===== src/rtl/gpu_mem_arbiter.sv =====
// Two-port (GPU m0, CPU m1) arbiter for one single-ported memory with burst
// ownership via lock, round-robin tie-breaking and a starvation breaker.
module gpu_mem_arbiter #(
  parameter int ADDR_W       = 16,
  parameter int DATA_W       = 16,
  parameter int STARVE_LIMIT = 16
) (
  input  logic              clk,
  input  logic              rst,
  input  logic              m0_req,
  input  logic              m0_lock,
  input  logic [ADDR_W-1:0] m0_addr,
  input  logic [DATA_W-1:0] m0_wdata,
  input  logic              m0_write,
  output logic              m0_gnt,
  output logic [DATA_W-1:0] m0_rdata,
  output logic              m0_rvalid,
  input  logic              m1_req,
  input  logic              m1_lock,
  input  logic [ADDR_W-1:0] m1_addr,
  input  logic [DATA_W-1:0] m1_wdata,
  input  logic              m1_write,
  output logic              m1_gnt,
  output logic [DATA_W-1:0] m1_rdata,
  output logic              m1_rvalid,
  output logic [ADDR_W-1:0] mem_addr,
  output logic [DATA_W-1:0] mem_wdata,
  output logic              mem_write,
  input  logic [DATA_W-1:0] mem_rdata,
  output logic [1:0]        state_dbg
);

  // Handshake: p_req/p_lock/p_addr/p_wdata/p_write are held by the requester
  // until p_gnt is seen high; p_gnt high means the access is issued to memory
  // that cycle. A read's data returns one cycle later with p_rvalid high.

  localparam int CNT_W = $clog2(STARVE_LIMIT + 1);
  localparam logic [CNT_W-1:0] LIMIT = CNT_W'(STARVE_LIMIT);

  typedef enum logic [1:0] {
    IDLE = 2'd0,
    OWN0 = 2'd1,
    OWN1 = 2'd2
  } state_t;

  state_t           state, state_nxt;
  logic             last, last_nxt;
  logic [CNT_W-1:0] cnt, cnt_nxt;
  logic             rv0_q, rv1_q;

  logic [1:0] req, lock, gnt;
  logic       own, oth, idle_pick, pick;

  assign req = {m1_req, m0_req};
  assign lock = {m1_lock, m0_lock};
  assign own = (state == OWN1);
  assign oth = ~own;

  always_comb begin
    gnt       = 2'b00;
    state_nxt = state;
    last_nxt  = last;
    cnt_nxt   = cnt;
    idle_pick = 1'b0;
    pick      = 1'b0;
    if (!rst) begin
      case (state)
        OWN0, OWN1: begin
          if (cnt == LIMIT && req[oth]) begin
            // Forced release: non-owner wins and its lock is ignored.
            gnt       = oth ? 2'b10 : 2'b01;
            state_nxt = IDLE;
            cnt_nxt   = '0;
          end else if (req[own]) begin
            gnt = own ? 2'b10 : 2'b01;
            if (lock[own]) begin
              if (req[oth] && cnt != LIMIT) cnt_nxt = cnt + CNT_W'(1);
            end else begin
              state_nxt = IDLE;
              cnt_nxt   = '0;
            end
          end else begin
            // Owner went quiet: arbitrate as IDLE this very cycle.
            idle_pick = 1'b1;
          end
        end
        default: idle_pick = 1'b1;
      endcase

      if (idle_pick) begin
        state_nxt = IDLE;
        cnt_nxt   = '0;
        pick      = (req == 2'b11) ? ~last : req[1];
        if (|req) begin
          gnt = pick ? 2'b10 : 2'b01;
          if (lock[pick]) state_nxt = pick ? OWN1 : OWN0;
        end
      end

      if (|gnt) last_nxt = gnt[1];
    end
  end

  always_ff @(posedge clk) begin
    if (rst) begin
      state <= IDLE;
      last  <= 1'b1;
      cnt   <= '0;
      rv0_q <= 1'b0;
      rv1_q <= 1'b0;
    end else begin
      state <= state_nxt;
      last  <= last_nxt;
      cnt   <= cnt_nxt;
      rv0_q <= gnt[0] & ~m0_write;
      rv1_q <= gnt[1] & ~m1_write;
    end
  end

  assign m0_gnt = gnt[0];
  assign m1_gnt = gnt[1];

  always_comb begin
    mem_addr  = '0;
    mem_wdata = '0;
    mem_write = 1'b0;
    if (gnt[0]) begin
      mem_addr  = m0_addr;
      mem_wdata = m0_wdata;
      mem_write = m0_write;
    end else if (gnt[1]) begin
      mem_addr  = m1_addr;
      mem_wdata = m1_wdata;
      mem_write = m1_write;
    end
  end

  // Reset gates rvalid immediately so a read issued just before reset is dropped.
  assign m0_rvalid = rv0_q & ~rst;
  assign m1_rvalid = rv1_q & ~rst;
  assign m0_rdata  = m0_rvalid ? mem_rdata : '0;
  assign m1_rdata  = m1_rvalid ? mem_rdata : '0;

  assign state_dbg = state;

endmodule


===== config.mk =====
export PLATFORM = sky130hd
export DESIGN_NAME = gpu_mem_arbiter
export DESIGN_NICKNAME = d
export VERILOG_FILES = /design/src/rtl/gpu_mem_arbiter.sv
export SDC_FILE = /design/constraint.sdc
export NUM_CORES = 1
export LEC_CHECK = 0
export BUFFER_PORTS_ARGS = -buffer_cell sky130_fd_sc_hd__buf_2
export CORE_AREA = 2 2 73 75
export CTS_BUF_LIST = sky130_fd_sc_hd__clkbuf_8
export CTS_CLUSTER_SIZE = 40
export DETAILED_ROUTE_END_ITERATION = 8
export DIE_AREA = 0 0 75 77
export GPL_ROUTABILITY_DRIVEN = 0
export PLACE_DENSITY = 0.88
export SLEW_MARGIN = 20
export SYNTH_ARGS = -nofsm -noshare
export SYNTH_HDL_FRONTEND = slang
export SYNTH_SLANG_ARGS = --single-unit

===== constraint.sdc =====
create_clock -name clk -period 2 [get_ports clk]
set_input_delay 0 -clock clk [delete_from_list [all_inputs] [get_ports clk]]
set_output_delay 0 -clock clk [all_outputs]
set_load 0.005 [all_outputs]

==> results of run 1 <==
==> kinds of logic (layout without fill, tap and decap cells) <==
| kind of cell | after synthesis | in the layout | synth area share [%] |
|---|---|---|---|
| xor+xnor | 3 | 3 | 1.61 |
| fa+ha+maj | 4 | 4 | 3.06 |
| simple gates | 99 | 99 | 37.5 |
| buf+inv | 59 | 237 | 16.0 |
| mux | 4 | 4 | 2.90 |
| flops | 10 | 10 | 12.2 |
| compound gates | 54 | 59 | 26.7 |
==> power by group through the flow <==
stage,combinational [mW],sequential [mW],clock (mW)
final,0.526,0.210,0.222
after global routing,0.564,0.210,0.231
after CTS,0.514,0.209,0.220
after detailed placement,0.371,0.212,0
after global placement,0.361,0.212,0
after floorplan,0.200,0.212,0
==> cells in the final DEF (no fill, tap or decap), types with 2 or more instances in the layout <==
master         count
nand3_1            4
xnor2_1            3
nor2_1             8
o21ai_4            2
inv_2              2
dfxtp_2            3
buf_2            158
nand2_1            2
buf_6              7
nor2b_1            2
and2_1            32
ha_4               3
and2_4             2
dfxtp_1            6
nand2b_1          35
nor3_1             3
o21ai_0            3
o32ai_4            3
dlygate4sd3_1      2
buf_4             26
nand2_2            2
o32ai_1           12
a211oi_1           3
o32ai_2           20
mux2_2             2
a21oi_1            4
clkbuf_8           3
inv_1             36
a21bo_4            5
==> critical path: stages (launching register included) <==
cell and delay, ps:
dfxtp_2 320, inv_2 70, ha_4 130, and4bb_2 290
nand2_2 80, a221o_2 470, buf_6 210, o32ai_1 260
buf_2 180
==> layout make-up <==
class / count / area [sq um] / share of cell area [%]
clock buffers: 3 / 41.3 / 1.28
inverters: 39 / 149 / 4.63
multi-input cells: 169 / 1600 / 49.7
flip-flops and latches: 10 / 208 / 6.46
well taps: 70 / 87.6 / 2.72
repair buffers: 195 / 1130 / 35.1
==> layer usage <==
layer  wire (microns)  GRT usage, %
met3              408          3.42
met2             3730          41.6
met4              118          8.57
met1             2840          26.7
met5                0             0
==> worst min-delay path by stage <==
stage,slack (ps),to,cells past startpoint
floorplan,80,rv0_q$_SDFF_PP0_,1
global placement,190,rv1_q$_SDFF_PP0_,2
detailed placement,200,rv1_q$_SDFF_PP0_,2
CTS,20,state_dbg[1]$_SDFFE_PP0P_,3
global route,30,state_dbg[1]$_SDFFE_PP0P_,3
finish,20,state_dbg[1]$_SDFFE_PP0P_,3
==> metrics by stage <==
stage          area, sq um  instances  utilization, %  hold WS (ps)
4_1_cts               3180        486            63.9          17.7
5_1_grt               3210        486            64.6          28.7
6_report              3210        486            64.6          17.0
3_3_place_gp          2540        460            51.1           194
2_1_floorplan         1640        233               -          76.8
3_5_place_dp          2540        460            51.1           198
==> flip-flops by register name, summed over array words and instances, names as in the netlist <==
name / count
rv1_q: 1
rv0_q: 1
state_dbg: 2
last: 1
cnt: 5
==> timing repair <==
| action | CTS | global route |
|---|---|---|
| gates cloned | 7 | 0 |
| hold buffers | 2 | 0 |
| resized for setup | 71 | 11 |
| buffers inserted | 14 | 1 |
| endpoints found under the hold margin | 2 | 0 |
| pin swaps | 21 | 4 |
| setup endpoints to repair | 36 | 36 |
==> impl_metrics.ini, run 1 <==
[outcome]
status = finished with violations
violations = setup timing

[floorplan]
initial_core_util_pct = 32.9
die_area_sq_um = 5780
die_w_microns = 75
io_pins = 159
core_area_sq_um = 4980
fp.dieH_microns = 77
rows = 26

[cts]
clk_pin_slew_ps = 50
clock_sinks = 10
ctsLongestPathBuffers = 2
cts_tree = done
clk_latency_ps = 250
cts_buffers = 3
clockRootBuffer = clkbuf_8
htree_levels = 1

[job]
max_cap_violations = 0

[logic_synthesis]
synth_top_area_cell = o32ai_1
synth_edf_count = 0
synth_ff_type = dfxtp_1
ys_warn_count = 0
yosysUniqueCellTypes = 33
synth.top_cells.by_area = o32ai_1, nand2b_1, and2_1
syn-instance-count = 233
post-synth-top-area-fraction_pct = 18.7
synth.most_common_cell = inv_1
syn-cell-area_sq_um = 1640
ys_ff_latch = 10
avgSynthCellArea_sq_um = 7.02
syn_nets = 325
synth_commonest_cells = inv_1, nand2b_1, o32ai_1
synth-seq-area-share_pct = 12.2
async_flop_share_pct = 0

[critical_path]
rrSetupSlack_ps = -50
r2r-start = cnt[0]$_SDFFE_PP0P_
cp-start-kind = register
cp.required_ps = 2000
crit_path_end_kind = output pin
critPathKind = register to output pin
crit_path_start = cnt[0]$_SDFFE_PP0P_
arrival_ps = 2280
worstPathMaxFanout = 14
reg2reg_to = last$_SDFFE_PP1P_
r2r_cells = 9
crit_end = mem_wdata[5]

[cells_and_area]
fin_nets = 510
syn2layout_area_growth_pct = 96.4
drive_above_1_share_pct = 61.3
fill_cells = 443
num_antenna_cells = 0

[detailed_routing]
vias = 2411
wl_per_cell_microns = 14.6
drtPass1Iterations = 4
routed_wl_mm = 7.10
antenna_left = 0
detail_route.vias_per_cell = 4.96
drc = 0
drt_iter0_markers = 95

[placement]
portBuffers = 158
dpl.hpwl_mm = 4.54
post-place-ws_ps = -104

[power]
combPwrFrac_pct = 54.9
peakVddDrop_v = 0.000160
internal_power_uw = 607
switching_share_pct = 36.6
total_power_uw = 957
power_density_nw_per_um2 = 298
power.leakage_nw = 1.65
switching_power_uw = 351
power_frac_seq_pct = 21.9
p_clk_share_pct = 23.2

[sta]
slew_headroom_pct = 63.2
tns_ps = -7420
rsz0062_at_grt = yes
fin_crit_sh_pct = 114
worst_pin_slew_ps = 553
setup_ws_ps = -280
fmax_mhz = 439
fin_skew_ps = 10.7
finalHoldViolations = 0
min_period_ps = 2280
setup_viol = 36
slew_viol_final = 0

[global_routing]
globalRouteOverflowTotal = 0
antenna_found_initial = 0
grt_pass1_vias = 2295
grt_pass1_wl_mm = 10.6
grt_max_degree = 54
track_usage_pct = 23.1

[hold_path]
hp-class = input pin to register
min_from = m1_lock
No activity file was read; power rests on OpenSTA's default activity.
==> run 2: changes to the inputs <==
--- a/config.mk
+++ b/config.mk
@@ -13,6 +13,7 @@
 export DIE_AREA = 0 0 75 77
 export GPL_ROUTABILITY_DRIVEN = 0
 export PLACE_DENSITY = 0.88
+export RECOVER_POWER = 100
 export SLEW_MARGIN = 20
 export SYNTH_ARGS = -nofsm -noshare
 export SYNTH_HDL_FRONTEND = slang
==> impl_metrics.ini, run 2 (same netlist as run 1, synthesis figures left out) <==
[global_routing]
grt_max_degree = 54
grt_pass1_vias = 2295
track_usage_pct = 23.1
globalRouteOverflowTotal = 0
grt_pass1_wl_mm = 10.6
antenna_found_initial = 0

[sta]
whs_ps = 23.5
worst_pin_slew_ps = 609
min_period_ps = 2280
finalHoldViolations = 0
setup_ws_ps = -280
fin_crit_sh_pct = 114
fmax_mhz = 439
rsz0062_at_grt = yes
fin_skew_ps = 11.1
tns_ps = -7380
setup_viol = 36
slew_headroom_pct = 59.4
slew_viol_final = 0

[cells_and_area]
num_antenna_cells = 0
regMostFlops = cnt
fin_area_sq_um = 3200
stdcell_count = 486
layout_commonest_cell = buf_2
fin_nets = 510
layout_common_cells = buf_2, inv_1, nand2b_1
syn2layout_area_growth_pct = 95.3
drive_above_1_share_pct = 59.1
largest_reg_flops = 5

[cts]
ctsLongestPathBuffers = 2
clock_sinks = 10
clockRootBuffer = clkbuf_8
clk_latency_ps = 250
htree_levels = 1
clk_pin_slew_ps = 50
cts_buffers = 3
cts_tree = done

[critical_path]
r2r-start = cnt[0]$_SDFFE_PP0P_
worstPathMaxFanout = 14
rrSetupSlack_ps = -60
crit_path_end_kind = output pin
arrival_ps = 2280
cp-start-kind = register
reg2reg_to = last$_SDFFE_PP1P_
critPathKind = register to output pin
r2r_cells = 9
cp.required_ps = 2000

[placement]
dpl_cell_area_sq_um = 2540
placed_cells = 460
dpl.hpwl_mm = 4.54
portBuffers = 158

[detailed_routing]
detail_route.vias_per_cell = 4.96
drtPass1Iterations = 4
routed_wl_mm = 7.14
vias = 2410
drc = 0
wl_per_cell_microns = 14.7
antenna_left = 0
drt_iter0_markers = 99

[floorplan]
rows = 26
initial_core_util_pct = 32.9
die_w_microns = 75
fp.dieH_microns = 77
core_area_sq_um = 4980
io_pins = 159
die_area_sq_um = 5780

[power]
switching_power_uw = 352
p_clk_share_pct = 23.3
power_frac_seq_pct = 22.0
total_power_uw = 955
peakVddDrop_v = 0.000161
internal_power_uw = 604
switching_share_pct = 36.8
power_density_nw_per_um2 = 299
power.leakage_nw = 1.60
combPwrFrac_pct = 54.8

[hold_path]
hp-class = input pin to register
holdPathStages = 3
min_from = m1_lock
hold_end = state_dbg[1]$_SDFFE_PP0P_

[job]
max_cap_violations = 0

[outcome]
status = finished with violations
violations = setup timing
-- run 2: power groups by stage --
stage	clock network, mW	registers [mW]	logic [mW]
detailed placement	0	0.212	0.371
CTS	0.220	0.209	0.514
floorplan	0	0.212	0.200
global placement	0	0.212	0.361
finish	0.222	0.210	0.523
global route	0.231	0.210	0.561
-- run 2: layer usage --
| metal | track usage, % | vias up | routed length (microns) |
|---|---|---|---|
| met5 | 0 | - | 0 |
| met4 | 8.57 | 0 | 121 |
| met3 | 3.42 | 12 | 430 |
| met2 | 41.6 | 131 | 3760 |
| met1 | 26.7 | 1088 | 2830 |
| li1 | - | 1179 | - |
-- run 2: layout make-up --
class	count	area (sq um)
Timing Repair Buffer	195	1110
Multi-Input combinational cell	169	1600
Sequential cell	10	208
Fill cell	449	1780
Clock buffer	3	41.3
Inverter	39	149
Tap cell	70	87.6
-- run 2: how the worst max path moves through the flow --
stage | from | slack [ps] | endpoint | cells past startpoint
after floorplan | state_dbg[0]$_SDFFE_PP0P_ | 80 | last$_SDFFE_PP1P_ | 7
after global placement | state_dbg[0]$_SDFFE_PP0P_ | -80 | mem_wdata[10] | 8
after detailed placement | state_dbg[0]$_SDFFE_PP0P_ | -100 | mem_wdata[10] | 8
after CTS | state_dbg[0]$_SDFFE_PP0P_ | -220 | mem_wdata[12] | 8
after global routing | cnt[0]$_SDFFE_PP0P_ | -340 | mem_wdata[5] | 8
final | cnt[0]$_SDFFE_PP0P_ | -280 | mem_wdata[5] | 8
-- run 2: critical path, cell delays in order (launching register included) --
cell      delay (ps)
dfxtp_2          320
inv_2             70
ha_4             130
and4bb_2         290
nand2_2           90
a221o_2          470
buf_6            210
o32ai_1          260
buf_2            180
-- run 2: what timing repair did --
action                                  4_1_cts  5_1_grt
hold buffers                                  2        0
cloned                                        7        0
setup buffers                                14        1
pin swaps                                    21        4
gates resized for setup                      71       11
endpoints found under the setup margin       36       36
hold endpoints to repair                      2        0
-- run 2: per-stage QoR --
step,util [%],setup WS (ps)
3_5_place_dp,51.1,-104
6_report,64.2,-280
2_1_floorplan,-,77.0
3_3_place_gp,51.1,-83.4
4_1_cts,63.9,-225
5_1_grt,64.2,-336
==> run 3: changes to the inputs <==
--- a/config.mk
+++ b/config.mk
@@ -5,15 +5,16 @@
 export SDC_FILE = /design/constraint.sdc
 export NUM_CORES = 1
 export LEC_CHECK = 0
+export ABC_AREA = 1
 export BUFFER_PORTS_ARGS = -buffer_cell sky130_fd_sc_hd__buf_2
-export CORE_AREA = 2 2 73 75
+export CORE_AREA = 2 2 69 71
 export CTS_BUF_LIST = sky130_fd_sc_hd__clkbuf_8
 export CTS_CLUSTER_SIZE = 40
 export DETAILED_ROUTE_END_ITERATION = 8
-export DIE_AREA = 0 0 75 77
+export DIE_AREA = 0 0 71 73
 export GPL_ROUTABILITY_DRIVEN = 0
-export PLACE_DENSITY = 0.88
-export RECOVER_POWER = 100
+export PLACE_DENSITY = 0.9
+export RECOVER_POWER = 50
 export SLEW_MARGIN = 20
 export SYNTH_ARGS = -nofsm -noshare
 export SYNTH_HDL_FRONTEND = slang
==> impl_metrics.ini, run 3 <==
[outcome]
status = finished, final reports clean

[placement]
placed_cells = 463
dpl.hpwl_mm = 4.24
portBuffers = 158
dpl_cell_area_sq_um = 2220
post-place-ws_ps = -37.1

[logic_synthesis]
syn-cell-area_sq_um = 1390
synth-seq-area-share_pct = 14.4
ys_ff_latch = 10
yosysUniqueCellTypes = 26
syn_nets = 350
ys_warn_count = 0
synth_top_area_cell = nand2_1
syn-instance-count = 258
synthMuxAreaShare_pct = 0
synthSimpleGateAreaFrac_pct = 47.3
avgSynthCellArea_sq_um = 5.38
synth_fa_ha_area_share_pct = 3.60
async_flop_share_pct = 0
synth_xor_area_share_pct = 0.631
synth_ff_type = dfxtp_1
synth.most_common_cell = nand2_1
post-synth-top-area-fraction_pct = 24.1
synth_commonest_cells = nand2_1, nor2_1, inv_1
synth_compound_area_share_pct = 19.0
synth_top_family_by_area = simple AND/OR/NAND/NOR gates
synth_edf_count = 0
synth.top_cells.by_area = nand2_1, dfxtp_1, nor2_1

[cells_and_area]
syn2layout_area_growth_pct = 91.0
layout_common_cells = buf_2, nand2_1, nor2_1
fin_nets = 525
drive_above_1_share_pct = 53.9
layout_commonest_cell = buf_2
regMostFlops = cnt
largest_reg_flops = 5
stdcell_count = 486
fin_area_sq_um = 2650
fin_util_pct = 58.5
num_antenna_cells = 0

[critical_path]
cp_slowest_stage_delay_ps = 360
arrival_ps = 1960
crit_buf_inv = 3
crit_path_top_delay_cell = dfxtp_4
path_cells = inv_4, ha_4, inv_2, nand2_4, nand2_4, nand2_4, nand2_4, nand2_4, nand2_4, nand2_8, nor2_4, nand2_1, o21ai_2, buf_2
cp.required_ps = 2000
cp-start-kind = register
cp_top_family = simple AND/OR/NAND/NOR gates
worstPathMaxFanout = 8
worst_path_most_repeated_cell = nand2_4
critPathKind = register to output pin
crit_path_end_kind = output pin

[floorplan]
fp.dieH_microns = 73
die_area_sq_um = 5180
rows = 25
core_area_sq_um = 4540
initial_core_util_pct = 30.6
io_pins = 159
die_w_microns = 71

[power]
total_power_uw = 949
switching_power_uw = 345
peakVddDrop_v = 0.000251
combPwrFrac_pct = 49.6
switching_share_pct = 36.3
internal_power_uw = 604
p_clk_share_pct = 28.4
power_frac_seq_pct = 22.0
power.leakage_nw = 1.58
power_density_nw_per_um2 = 358

[cts]
clk_pin_slew_ps = 50
htree_levels = 1
cts_buffers = 3
clk_latency_ps = 250
clockRootBuffer = clkbuf_8
ctsLongestPathBuffers = 2
clock_sinks = 10
cts_tree = done

[sta]
fmax_mhz = 509
setup_ws_ps = 37.3
finalHoldViolations = 0
slew_viol_final = 0
fin_crit_sh_pct = 98.1
min_period_ps = 1960
fin_skew_ps = 6.13
rsz0062_at_grt = yes
worst_pin_slew_ps = 572
slew_headroom_pct = 61.8
setup_viol = 0

[detailed_routing]
wl_met2_mm = 3.19
highest_layer = met4
detail_route.vias_per_cell = 4.72
drc = 0
vias = 2294
antenna_left = 0
route.met3.wl_microns = 484
routed_wl_mm = 6.06
drt_iter0_markers = 92
wl_met1_mm = 2.27
wl_per_cell_microns = 12.5
drtPass1Iterations = 5

[global_routing]
track_usage_pct = 20.3
grt_pass1_vias = 1893
antenna_found_initial = 0
grt_pass1_wl_mm = 8.54
globalRouteOverflowTotal = 0
grt_max_degree = 19

[hold_path]
hp-class = input pin to register

[job]
max_cap_violations = 0
-- run 3: cell count changes after synthesis, sizes merged, moves of 31 or more --
| cell | before | now |
|---|---|---|
| and2 | 34 | 0 |
| nand2 | 4 | 96 |
| nand2b | 35 | 0 |
| nor2 | 10 | 41 |
| o21ai | 5 | 38 |
| o32ai | 35 | 0 |
-- run 3: layer usage --
| layer | global-route usage [%] | vias to the layer above |
|---|---|---|
| met5 | 0 | - |
| met4 | 7.13 | 0 |
| met3 | 1.24 | 9 |
| met2 | 37.0 | 134 |
| met1 | 25.3 | 998 |
| li1 | - | 1153 |
-- run 3: final timing paths --
kind	slack [ps]	end	depth (start not counted)	startpoint
max	40	mem_addr[12]	14	state_dbg[0]$_SDFFE_PP0P_
min	20	state_dbg[1]$_SDFFE_PP0P_	3	m1_lock
min reg2reg	480	state_dbg[0]$_SDFFE_PP0P_	2	state_dbg[0]$_SDFFE_PP0P_
max reg2reg	280	cnt[1]$_SDFFE_PP0P_	11	state_dbg[0]$_SDFFE_PP0P_
-- run 3: cell type report --
cell class / instances / area, sq um
clock buffers: 4 / 55.1
fillers: 428 / 1880
inverters: 33 / 126
multi-input cells: 206 / 1150
flip-flops and latches: 10 / 210
well taps: 54 / 67.6
repair buffers: 179 / 1040
-- run 3: power by group through the flow --
stage | combinational (mW) | sequential (mW) | clock [mW]
floorplan | 0.186 | 0.212 | 0
global placement | 0.354 | 0.212 | 0
detailed placement | 0.361 | 0.213 | 0
CTS | 0.434 | 0.209 | 0.266
global route | 0.515 | 0.209 | 0.275
finish | 0.471 | 0.209 | 0.269
-- run 3: cell families after synthesis --
logic type      after synthesis
compound gates               44
fa+ha+maj                     4
buf+inv                      44
flops                        10
xor+xnor                      1
simple gates                155
-- run 3: what timing repair did --
| action | in CTS | in global routing |
|---|---|---|
| endpoints found under the setup margin | 35 | 33 |
| endpoints found under the hold margin | 2 | 0 |
| hold buffers | 2 | 0 |
| resized for setup | 30 | 37 |
| gates cloned | 4 | 0 |
| pin swaps | 9 | 13 |
| setup buffers | 7 | 6 |
-- run 3: per-stage QoR --
stage / hold WS (ps) / setup TNS (ps)
after global placement: 175 / 0
after CTS: 23.2 / 0
after global routing: 24.6 / -1460
after floorplan: 72.4 / 0
after detailed placement: 179 / -37.1
final: 18.8 / 0
-- run 3: tightest hold or removal path, cell delays in order --
cell	delay (ps)
buf_2	110
nand2_1	50
o21ai_0	60
